<file path="src/rtl/nibble_serial_adder_pkg.sv">
// Shared definitions for the nibble-serial adder: FSM encoding and
// the width of the single carry-look-ahead slice.
package nibble_serial_adder_pkg;

    localparam int NIBBLE_W = 4;

    typedef enum logic [1:0] {
        ST_IDLE = 2'd0,
        ST_RUN  = 2'd1,
        ST_DONE = 2'd2
    } state_e;

endpackage

</file>
<file path="src/rtl/nibble_serial_adder_cla4_slice.sv">
// Purely combinational 4-bit carry-look-ahead adder slice.
// Carries are formed directly from generate/propagate terms.
module cla4_slice
    import nibble_serial_adder_pkg::*;
(
    input  logic [NIBBLE_W-1:0] a4,
    input  logic [NIBBLE_W-1:0] b4,
    input  logic                ci,
    output logic [NIBBLE_W-1:0] s4,
    output logic                co
);

    logic [NIBBLE_W-1:0] p;
    logic [NIBBLE_W-1:0] g;
    logic [NIBBLE_W:0]   c;

    assign p = a4 ^ b4;
    assign g = a4 & b4;

    assign c[0] = ci;
    assign c[1] = g[0] | (p[0] & ci);
    assign c[2] = g[1] | (p[1] & g[0]) | (p[1] & p[0] & ci);
    assign c[3] = g[2] | (p[2] & g[1]) | (p[2] & p[1] & g[0])
                | (p[2] & p[1] & p[0] & ci);
    assign c[4] = g[3] | (p[3] & g[2]) | (p[3] & p[2] & g[1])
                | (p[3] & p[2] & p[1] & g[0])
                | (p[3] & p[2] & p[1] & p[0] & ci);

    assign s4 = p ^ c[NIBBLE_W-1:0];
    assign co = c[NIBBLE_W];

endmodule

</file>
<file path="src/rtl/nibble_serial_adder.sv">
// Multi-cycle WIDTH-bit adder: one nibble per cycle through a single
// 4-bit CLA slice, with valid/ready handshakes on both sides.
module nibble_serial_adder
    import nibble_serial_adder_pkg::*;
#(
    parameter int WIDTH = 16
) (
    input  logic             clk,
    input  logic             rst,
    input  logic             in_valid,
    output logic             in_ready,
    input  logic [WIDTH-1:0] a,
    input  logic [WIDTH-1:0] b,
    input  logic             cin,
    output logic             out_valid,
    input  logic             out_ready,
    output logic [WIDTH-1:0] sum,
    output logic             cout,
    output logic             overflow
);

    localparam int NIB  = WIDTH / NIBBLE_W;
    localparam int IDXW = (NIB > 1) ? $clog2(NIB) : 1;
    localparam logic [IDXW-1:0] IDX_LAST = IDXW'(NIB - 1);

    state_e          state_q, state_d;
    logic [IDXW-1:0] idx_q, idx_d;
    logic            carry_q, carry_d;
    logic [WIDTH-1:0] a_q, a_d;
    logic [WIDTH-1:0] b_q, b_d;
    logic [WIDTH-1:0] sum_q, sum_d;
    logic            cout_q, cout_d;
    logic            ovf_q, ovf_d;

    logic [NIBBLE_W-1:0] sl_a, sl_b, sl_s;
    logic                sl_co;

    assign sl_a = a_q[NIBBLE_W*idx_q +: NIBBLE_W];
    assign sl_b = b_q[NIBBLE_W*idx_q +: NIBBLE_W];

    cla4_slice u_slice (
        .a4 (sl_a),
        .b4 (sl_b),
        .ci (carry_q),
        .s4 (sl_s),
        .co (sl_co)
    );

    always_ff @(posedge clk) begin
        if (rst) begin
            state_q <= ST_IDLE;
            idx_q   <= '0;
            carry_q <= 1'b0;
            a_q     <= '0;
            b_q     <= '0;
            sum_q   <= '0;
            cout_q  <= 1'b0;
            ovf_q   <= 1'b0;
        end else begin
            state_q <= state_d;
            idx_q   <= idx_d;
            carry_q <= carry_d;
            a_q     <= a_d;
            b_q     <= b_d;
            sum_q   <= sum_d;
            cout_q  <= cout_d;
            ovf_q   <= ovf_d;
        end
    end

    always_comb begin
        state_d = state_q;
        idx_d   = idx_q;
        carry_d = carry_q;
        a_d     = a_q;
        b_d     = b_q;
        sum_d   = sum_q;
        cout_d  = cout_q;
        ovf_d   = ovf_q;
        unique case (state_q)
            ST_IDLE: begin
                if (in_valid) begin
                    a_d     = a;
                    b_d     = b;
                    carry_d = cin;
                    idx_d   = '0;
                    state_d = ST_RUN;
                end
            end
            ST_RUN: begin
                sum_d[NIBBLE_W*idx_q +: NIBBLE_W] = sl_s;
                carry_d = sl_co;
                idx_d   = idx_q + 1'b1;
                if (idx_q == IDX_LAST) begin
                    // Top nibble's sum bit is the result sign bit.
                    cout_d  = sl_co;
                    ovf_d   = (a_q[WIDTH-1] == b_q[WIDTH-1])
                            & (sl_s[NIBBLE_W-1] != a_q[WIDTH-1]);
                    idx_d   = '0;
                    state_d = ST_DONE;
                end
            end
            ST_DONE: begin
                if (out_ready) begin
                    state_d = ST_IDLE;
                end
            end
            default: state_d = ST_IDLE;
        endcase
    end

    assign in_ready  = (state_q == ST_IDLE);
    assign out_valid = (state_q == ST_DONE);
    assign sum       = sum_q;
    assign cout      = cout_q;
    assign overflow  = ovf_q;

endmodule
</file>
<file path="config.mk">
export PLATFORM = sky130hd
export DESIGN_NAME = nibble_serial_adder
export DESIGN_NICKNAME = d
export VERILOG_FILES = /design/src/rtl/nibble_serial_adder_pkg.sv /design/src/rtl/nibble_serial_adder_cla4_slice.sv /design/src/rtl/nibble_serial_adder.sv
export SDC_FILE = /design/constraint.sdc
export NUM_CORES = 1
export LEC_CHECK = 0
export ABC_AREA = 1
export CAP_MARGIN = 20
export CORE_AREA = 2 2 89 91
export CTS_BUF_LIST = sky130_fd_sc_hd__clkbuf_8
export CTS_CLUSTER_DIAMETER = 100
export DETAILED_ROUTE_END_ITERATION = 7
export DIE_AREA = 0 0 91 93
export SYNTH_ARGS = -nofsm -noshare
export SYNTH_HDL_FRONTEND = slang
export SYNTH_HIERARCHICAL = 1
export SYNTH_SLANG_ARGS = --single-unit
</file>
<file path="constraint.sdc">
create_clock -name clk -period 1.96 [get_ports clk]
set_input_delay 0.294 -clock clk [delete_from_list [all_inputs] [get_ports clk]]
set_output_delay 0.294 -clock clk [all_outputs]
set_load 0.05 [all_outputs]
</file>
; Yosys cells after proc, flatten, opt, wreduce, memory -nomap -nowiden
; Index checks and enable logic that the tools add are counted.
[totals]
input_bits = 37
n_memories = 0
latch_bits = 0
output_inout_bits = 20
reg_bits = 55
romBits = 0
mem_bits_rw = 0
[op_classes]
magnitude_cmp = 0
shift = 4
eq_ne = 8
multipliers = 0
bitwise = 30
add_sub_neg = 2
n_div = 0
n_mux = 10
n_reduce_logical = 6
[ops]
columns = op, count
row1 = $neg 4->34, 1
row2 = $shift 4x34->16 const A, 1
row3 = $shiftx 4x34->16, 1
row4 = $shiftx 16x5->4, 2
row5 = $and 1x1->1, 17
row6 = $bwmux 16, 1
row7 = $mux 2, 5
row8 = $or 1x1->1, 10
row9 = $xor 4x4->4, 2
row10 = $pmux 2 s3, 1
row11 = $reduce_and 2->1, 3
row12 = $and 4x4->4, 1
row13 = $eq 2x2->1 const B, 2
row14 = $ne 2x2->1 const B, 2
row15 = $pmux 2 s2, 1
row16 = $reduce_and 3->1, 1
row17 = $add 2x1->2 const B, 1
row18 = $eq 2x1->1 const B, 1
row19 = $logic_not 2->1, 1
row20 = $ne 2x1->1 const B, 1
row21 = $pmux 1 s2, 1
row22 = $reduce_bool 2->1, 1
row23 = $eq 1x1->1, 1
row24 = $mux 1, 1
row25 = $ne 1x1->1, 1

; Logic depth before layout (Yosys ltp)
; Gate-level depths: netlist of the first run.
[logic_depth]
depth_word = 9
depth_mapped = 17

; Hierarchy
; Netlist of the first run, hierarchy kept.
[by_module_without_submodules]
columns = module, area_each_um2, n_inst, cells_each, seq_area_each_um2
row1 = nibble_serial_adder, 2393.5, 1, 343, 1101.1
row2 = cla4_slice, 188.9, 1, 31, 0.0

; Worst setup path before layout of the first run
; No wires, ideal clock.
[synth_path]
kind = register to register
startpoint = register idx_q[0]
endpoint = register sum_q[15] (netlist: sum[15])
setup_slack_ps = -169
setup_time_ps = 70
t_arrival_ps = 2059
stages_incl_launch_ff = 15
path_buffers = 2
cell_sequence = dfxtp_1 > buf_2 > inv_2 > buf_2 > o21ai_0 > o22ai_1 > ha_1 > or2_0 > nand2_1 > nand3_1 > nand2_1 > nand2_1 > nor2_1 > nand2_1 > a21oi_1
[synth_between]
elab_chain_len = 9
elab_cells_between_ends = 24
classes_between = 1 x add/sub / 4 x shift / 1 x mux / 18 x bitwise
[synth_lines]
columns = element, line_no
row1 = "start, declared", nibble_serial_adder.sv:27  ; logic [IDXW-1:0] idx_q, idx_d;
row2 = "start signal, assigned", nibble_serial_adder.sv:61  ; idx_q <= idx_d;
row3 = $shiftx 16x5->4 (*), nibble_serial_adder.sv:38  ; assign sl_a = a_q[NIBBLE_W*idx_q +: NIBBLE_W];
row4 = via sl_a[2], nibble_serial_adder.sv:35  ; logic [NIBBLE_W-1:0] sl_a, sl_b, sl_s;
row5 = $xor 4x4->4, nibble_serial_adder_cla4_slice.sv:17  ; assign p = a4 ^ b4;
row6 = "$and 1x1->1, on equally long branches", "nibble_serial_adder_cla4_slice.sv:23, nibble_serial_adder_cla4_slice.sv:24"
row7 = "$or 1x1->1, or another cell as far along", nibble_serial_adder_cla4_slice.sv:23  ; assign c[3] = g[2] | (p[2] & g[1]) | (p[2] & p[1] & g[0])
row8 = $or 1x1->1 / $and 1x1->1 (equally long branches), "nibble_serial_adder_cla4_slice.sv:23, nibble_serial_adder_cla4_slice.sv:24"
row9 = $or 1x1->1 (*), nibble_serial_adder_cla4_slice.sv:24  ; | (p[2] & p[1] & p[0] & ci);
row10 = $xor 4x4->4 (*), nibble_serial_adder_cla4_slice.sv:29  ; assign s4 = p ^ c[NIBBLE_W-1:0];
row11 = via sl_s[3], nibble_serial_adder.sv:35
row12 = $shiftx 4x34->16 (*), nibble_serial_adder.sv:91  ; sum_d[NIBBLE_W*idx_q +: NIBBLE_W] = sl_s;
row13 = $bwmux 16 (*), nibble_serial_adder.sv:91
row14 = "end signal, assigned", nibble_serial_adder.sv:65  ; sum_q <= sum_d;
row15 = "end, declared", nibble_serial_adder.sv:31  ; logic [WIDTH-1:0] sum_q, sum_d;
; The timed path passes the listed nets; every way through them passes the cells marked *.
; A chain may end at the register's enable or synchronous reset.

; Final worst setup path of the first run
[layout_path]
startpoint = register idx_q[0]
endpoint = register sum_q[7] (netlist: sum[7])
; Same word-level chain as after synthesis.

==> impl_metrics.yaml, run 1 <==
routing:
  drc: 0
  drt-initial-drc-count: 76
  ant_nets: 0
  drt-pass1-iter-count: 4
  vias_per_cell: 4.64
  route.vias.total: 2494
  routedWlPerCell_um: 11.9
  routed_wl_um: 6370
hold_path:
  hold_depth: 2
  hold-path-endpoint: "sum[6]"
  hp-start: "sum[6]"
  hold_path.class: "reg -> reg"
sta:
  fin_skew_ns: 0.00380
  setup_slack_ns: -0.0773
  maxSlewViolCount: 0
  setup_violations: 10
  grt_setup_unrepaired: "yes"
  tns_ns: -0.388
  hold_viol: 0
  worstMarginPinSlew_ns: 0.503
  fin_crit_sh_pct: 104
  period_minus_slack_ns: 2.04
  relSlewSlack_pct: 66.4
  fmax_mhz: 491
power:
  vdd_drop_max_uv: 323
  p_leak_nw: 1.52
  power_density_nw_per_um2: 742
grt:
  grt_pass1_wl_um: 10400
  grt_pass1_vias: 2372
  track_usage_pct: 15.1
  grt_max_degree: 33
  antenna_found_initial: 0
  grt-ovfl-total: 0
worst_setup_path:
  r2r.worst_path.cells: 13
  critPathMostFrequentCell: "nand2_2"
  worstSetupPathType: "reg -> reg"
  arrival_ns: 2.28
  crit_path_end_kind: "register"
  crit_path_max_fanout: 7
  slowest_stage: "dfxtp_4"
  r2r_end: "sum[7]"
  required_ns: 2.21
  r2r_setup_slack_ns: -0.08
  reg2reg_from: "idx_q[0]"
  critPathLaunchType: "register"
  crit_path_cell_trace: "buf_12, o21ai_2, o22ai_2, ha_1, buf_6, nand4_1, nand2_2, nand2_2, nand2_4, nand2_4, nor2_4, nand2_2, a21oi_2"
  max_stage_delay_ns: 0.41
outcome:
  outcome: "finished, violations left"
  violations: "setup timing"
clock_network:
  cts_hold_buf: 0
  cts_root_buffer: "clkbuf_8"
  cts.reportedPaths.clkPinSlew_ns: 0.10
  clk_latency_ns: 0.30
  clock_sinks: 55
  htreeDepth: 2
  numCtsBuffers: 5
  max-clock-path-buffers: 2
  cts_tree: "built"
synthesis:
  ys_ff_latch: 55
  ys_seq_area_share_pct: 42.6
  ys_warn_count: 6
  synth_area_um2: 2580
  syn_avg_cell_area_um2: 6.91
  synth.net_count: 421
  syn-instance-count: 374
  yosys.cell_types.count: 21
cells_and_area:
  syn2layout_area_growth_pct: 44.2
  num_antenna_cells: 0
  fin_area_um2: 3720
  layout-drive-gt1-share_pct: 22.5
  fin_nets: 481
placement:
  placed_area_um2: 3290
  place_congestion: 0.855
  dp_hpwl_um: 4730
  port-buffer-count: 56
floorplan:
  core_area_um2: 7530
  dieArea_um2: 8460
  dieWidth_um: 91
  ioPinCount: 57
  start_util_pct: 34.3
  fp.dieH_um: 93
  rows: 32
run:
  max-cap-violations: 0
-- worst max-delay path by stage --
stage	from	to	slack, ns	cells past startpoint
after floorplan	idx_q[0]	sum[15]	-0.02	14
after global placement	idx_q[0]	sum[7]	-0.09	14
after detailed placement	idx_q[0]	sum[7]	-0.15	14
after CTS	idx_q[0]	overflow	-0.08	14
after global routing	idx_q[0]	sum[7]	-0.21	14
final	idx_q[0]	sum[7]	-0.08	13
-- state kept, by name (all words and copies together), names as in the netlist --
name,cells
a_q,16
b_q,16
sum,16
idx_q,2
state_q,2
carry_q,1
cout,1
overflow,1
-- synth_stat cells --
cell type | n | area share (%)
a21oi_1 | 25 | 4.8
buf_2 | 7 | 1.4
buf_4 | 3 | 0.87
clkbuf_1 | 6 | 0.87
dfxtp_1 | 55 | 43
fa_1 | 1 | 0.78
ha_1 | 9 | 4.4
inv_1 | 28 | 4.1
inv_2 | 3 | 0.44
nand2_1 | 63 | 9.2
nand2_2 | 3 | 0.73
nand3_1 | 12 | 2.3
nand3_2 | 1 | 0.39
nand4_1 | 2 | 0.48
nor2_1 | 93 | 14
nor2_2 | 3 | 0.73
nor2_4 | 1 | 0.44
o21ai_0 | 49 | 9.5
o22ai_1 | 8 | 1.9
or2_0 | 1 | 0.24
xnor2_1 | 1 | 0.34
-- layer usage --
layer	up-vias	part of all wire (%)	global-route usage, %
li1	1317	-	-
met1	1124	42	16.6
met3	8	3.8	3.14
met2	45	53	29.1
met5	-	0	0
met4	0	1.6	4.42
-- timing repair --
action / in CTS / in global routing
pin swaps: 19 / 26
buffers inserted: 1 / 2
cloned: 1 / 0
resized for setup: 36 / 53
setup endpoints to repair: 16 / 18
-- cell usage in the layout (no fill, tap or decap), types with 2 or more instances in the layout --
cell,n
o22ai_2,4
a21oi_1,17
clkbuf_8,6
nand2_1,49
nand3_1,8
buf_12,2
o21ai_0,38
o21ai_1,4
nor2_2,13
dfxtp_1,53
nand4_1,2
nand2_2,15
buf_4,10
inv_2,8
dfxtp_4,2
buf_6,2
a21oi_2,8
nor2_1,77
clkdlybuf4s50_1,54
inv_1,21
nor2_4,7
nand3_2,5
o22ai_1,4
o21ai_2,5
nand2_4,2
ha_1,9
o21ai_4,2
-- logic make-up (layout without fill, tap and decap cells) --
group           count (synthesis)  in the layout  share of synthesized area, %
buf+inv                        47            108                          7.61
xor+xnor                        1              1                         0.339
flops                          55             55                          42.6
simple gates                  179            179                          28.0
compound gates                 82             82                          16.3
fa+ha+maj                      10             10                          5.14
-- stage by stage --
stage	cells	hold WS (ns)	power, mW	util [%]	setup WS [ns]
2_1_floorplan	374	0.450	1.65	-	-0.0191
3_3_place_gp	526	0.453	1.85	43.8	-0.0850
3_5_place_dp	526	0.457	1.85	43.8	-0.147
4_1_cts	536	0.472	2.70	47.1	-0.0750
5_1_grt	537	0.491	2.92	49.5	-0.208
6_report	537	0.469	2.76	49.5	-0.0773
-- power by group --
part / switching [mW] / internal [mW] / leakage (nW)
clock: 0.364 / 0.414 / 0.0612
combinational: 0.410 / 0.327 / 1.00
sequential: 0.0595 / 1.19 / 0.453
-- worst max-delay path, delay by kind of cell (launching register included) --
| kind | cells | cell delay [ns] |
|---|---|---|
| DFF | 1 | 0.41 |
| buffers and inverters | 2 | 0.27 |
| AOI/OAI and AO/OA | 3 | 0.35 |
| adders and majority gates | 1 | 0.31 |
| and+or+nand+nor | 7 | 0.63 |
-- final cells by class --
class	count	area, um2
fillers	785	3800
multi-input cells	272	1540
flip-flops and latches	55	1110
repair buffers	69	706
well taps	102	128
inverters	31	126
clock buffers	6	82.6
clock inverters	2	35.0
Power figures use the tool's default switching activity.
==> run 2, diff against run 1 <==
- PLACE_DENSITY_LB_ADDON: not set -> 0.12
==> run 2 against run 1 <==
  * Clock-buffer cell count rose by 1
  * Via count grew 0.24%
  * Clock power fell by 12%
  * Die area unchanged
  * The run still ends with setup timing left
  * Hold slack is essentially flat
  * Routed wire length increased by 3.2%
  * Sequential share of layout area rose by 0.94 points
  * First-iteration DRC count is 32% higher
  * Non-clock buffer count is 2 higher
==> impl_metrics.yaml, run 2 (synthesis results as in run 1) <==
grt:
  track_usage_pct: 16.2
  antenna_found_initial: 0
  grt-ovfl-total: 0
  grt_pass1_vias: 2441
  grt_max_degree: 37
  grt_pass1_wl_um: 11100
worst_setup_path:
  crit_path_max_fanout: 4
  cp_num_cells: 12
  arrival_ns: 2.35
  crit_path_end_kind: "register"
  max_stage_delay_ns: 0.39
  worstSetupPathType: "reg -> reg"
  critPathMostFrequentCell: "nand2_1"
  required_ns: 2.21
  cpLargestDelayFamily: "simple AND/OR/NAND/NOR gates"
  crit_buf_inv: 1
  reg2reg_from: "idx_q[0]"
  slowest_stage: "dfxtp_4"
  r2r.worst_path.cells: 12
  r2r_setup_slack_ns: -0.14
  r2r_end: "sum[7]"
  critPathLaunchType: "register"
  crit_path_cell_trace: "buf_12, o21ai_0, o22ai_2, ha_1, nand4_1, nand2_1, nand2_1, nand2_2, nand2_2, nor2_2, nand2_1, a21oi_1"
routing:
  routedWlPerCell_um: 12.2
  routed_wl_um: 6580
  route.vias.total: 2500
  drc: 0
  drt-pass1-iter-count: 4
  ant_nets: 0
  drt-initial-drc-count: 100
  vias_per_cell: 4.64
cells_and_area:
  fin_nets: 483
  layout-drive-gt1-share_pct: 15.1
  final_common_cell: "nor2_1"
  n_fill_cell: 804
  num_antenna_cells: 0
  syn2layout_area_growth_pct: 39.3
  final_cell_mix: "nor2_1 (86), nand2_1 (59), dfxtp_1 (54), clkdlybuf4s50_1 (54), o21ai_0 (40)"
hold_path:
  hp-start: "sum[12]"
  hold_path.class: "reg -> reg"
  hold-path-endpoint: "sum[12]"
  hold_depth: 2
floorplan:
  dieArea_um2: 8460
  core_area_um2: 7530
  start_util_pct: 34.3
  fp.dieH_um: 93
  rows: 32
  ioPinCount: 57
  dieWidth_um: 91
clock_network:
  htreeDepth: 2
  cts_root_buffer: "clkbuf_8"
  clk_latency_ns: 0.31
  numCtsBuffers: 5
  cts_tree: "built"
  clock_sinks: 55
  max-clock-path-buffers: 2
  cts.reportedPaths.clkPinSlew_ns: 0.10
  cts_hold_buf: 0
sta:
  fin_crit_sh_pct: 107
  maxSlewViolCount: 0
  setup_violations: 14
  relSlewSlack_pct: 65.9
  fmax_mhz: 477
  hold_viol: 0
  grt_setup_unrepaired: "yes"
  fin_skew_ns: 0.00626
  period_minus_slack_ns: 2.10
  setup_slack_ns: -0.137
  hold_ws_ns: 0.469
  worstMarginPinSlew_ns: 0.511
placement:
  place_congestion: 0.853
  dp_hpwl_um: 4880
  port-buffer-count: 56
power:
  finalPower_mw: 2.59
  power_density_nw_per_um2: 721
  vdd_drop_max_uv: 311
  p_leak_nw: 1.49
outcome:
  violations: "setup timing"
  outcome: "finished, violations left"
run:
  max-cap-violations: 0
run 2: cell count changes in the layout (fill, tap and decap cells not counted), moves of 5 or more:
cell,previous run,this run
nor2_1,77,86
nand2_2,15,7
nor2_4,7,2
inv_1,21,27
inv_2,8,3
nand2_1,49,59
run 2: per-layer routing:
metal	wire length [um]	GRT usage, %	vias to the layer above	part of all wire, %
met5	0	0	-	0
met4	141	6.82	0	2.1
met3	229	3.22	10	3.5
met2	3360	30.5	46	51
met1	2850	17.7	1116	43
li1	-	-	1328	-
run 2: through the flow:
step | TNS (ns) | utilization [%] | setup slack [ns] | std cells | cell area, um2
after global placement | -0.531 | 44.0 | -0.122 | 528 | 3310
after global routing | -3.25 | 47.8 | -0.264 | 539 | 3600
final | -0.971 | 47.8 | -0.137 | 539 | 3600
after CTS | -0.354 | 46.7 | -0.0689 | 538 | 3510
after detailed placement | -0.750 | 44.0 | -0.158 | 528 | 3310
after floorplan | -0.0376 | - | -0.0191 | 374 | 2610
run 2: layout make-up:
cell class | instances | area [um2] | share of cell area (%)
clock buffer | 7 | 96.3 | 2.68
clock inverter | 1 | 3.75 | 0.104
inverter | 31 | 124 | 3.44
multi-input combinational | 272 | 1410 | 39.2
sequential | 55 | 1100 | 30.7
tap | 102 | 128 | 3.55
timing repair buffer | 71 | 729 | 20.3
run 2: worst reg2reg max path, stage by stage (launching register included):
cell	delay, ns
dfxtp_4	0.39
buf_12	0.14
o21ai_0	0.25
o22ai_2	0.14
ha_1	0.34
nand4_1	0.13
nand2_1	0.10
nand2_1	0.06
nand2_2	0.12
nand2_2	0.07
nor2_2	0.11
nand2_1	0.06
a21oi_1	0.13
run 2: timing repair:
| item | in CTS | in global routing |
|---|---|---|
| endpoints found under the setup margin | 15 | 19 |
| cloned | 1 | 0 |
| resized for setup | 25 | 16 |
| setup buffers | 1 | 1 |
| pin swaps | 12 | 5 |
run 2: power breakdown:
part,switching [mW],leakage (nW),internal (mW)
logic,0.369,0.986,0.302
registers,0.0523,0.452,1.19
clock network,0.363,0.0557,0.318
total,0.784,1.49,1.81
run 2: worst max-delay path by stage:
stage / startpoint / end / slack [ns]
4_1_cts: idx_q[0] / sum[7] / -0.07
3_3_place_gp: idx_q[0] / sum[7] / -0.12
2_1_floorplan: idx_q[0] / sum[15] / -0.02
3_5_place_dp: idx_q[0] / sum[15] / -0.16
5_1_grt: idx_q[0] / sum[7] / -0.26
6_report: idx_q[0] / sum[7] / -0.14
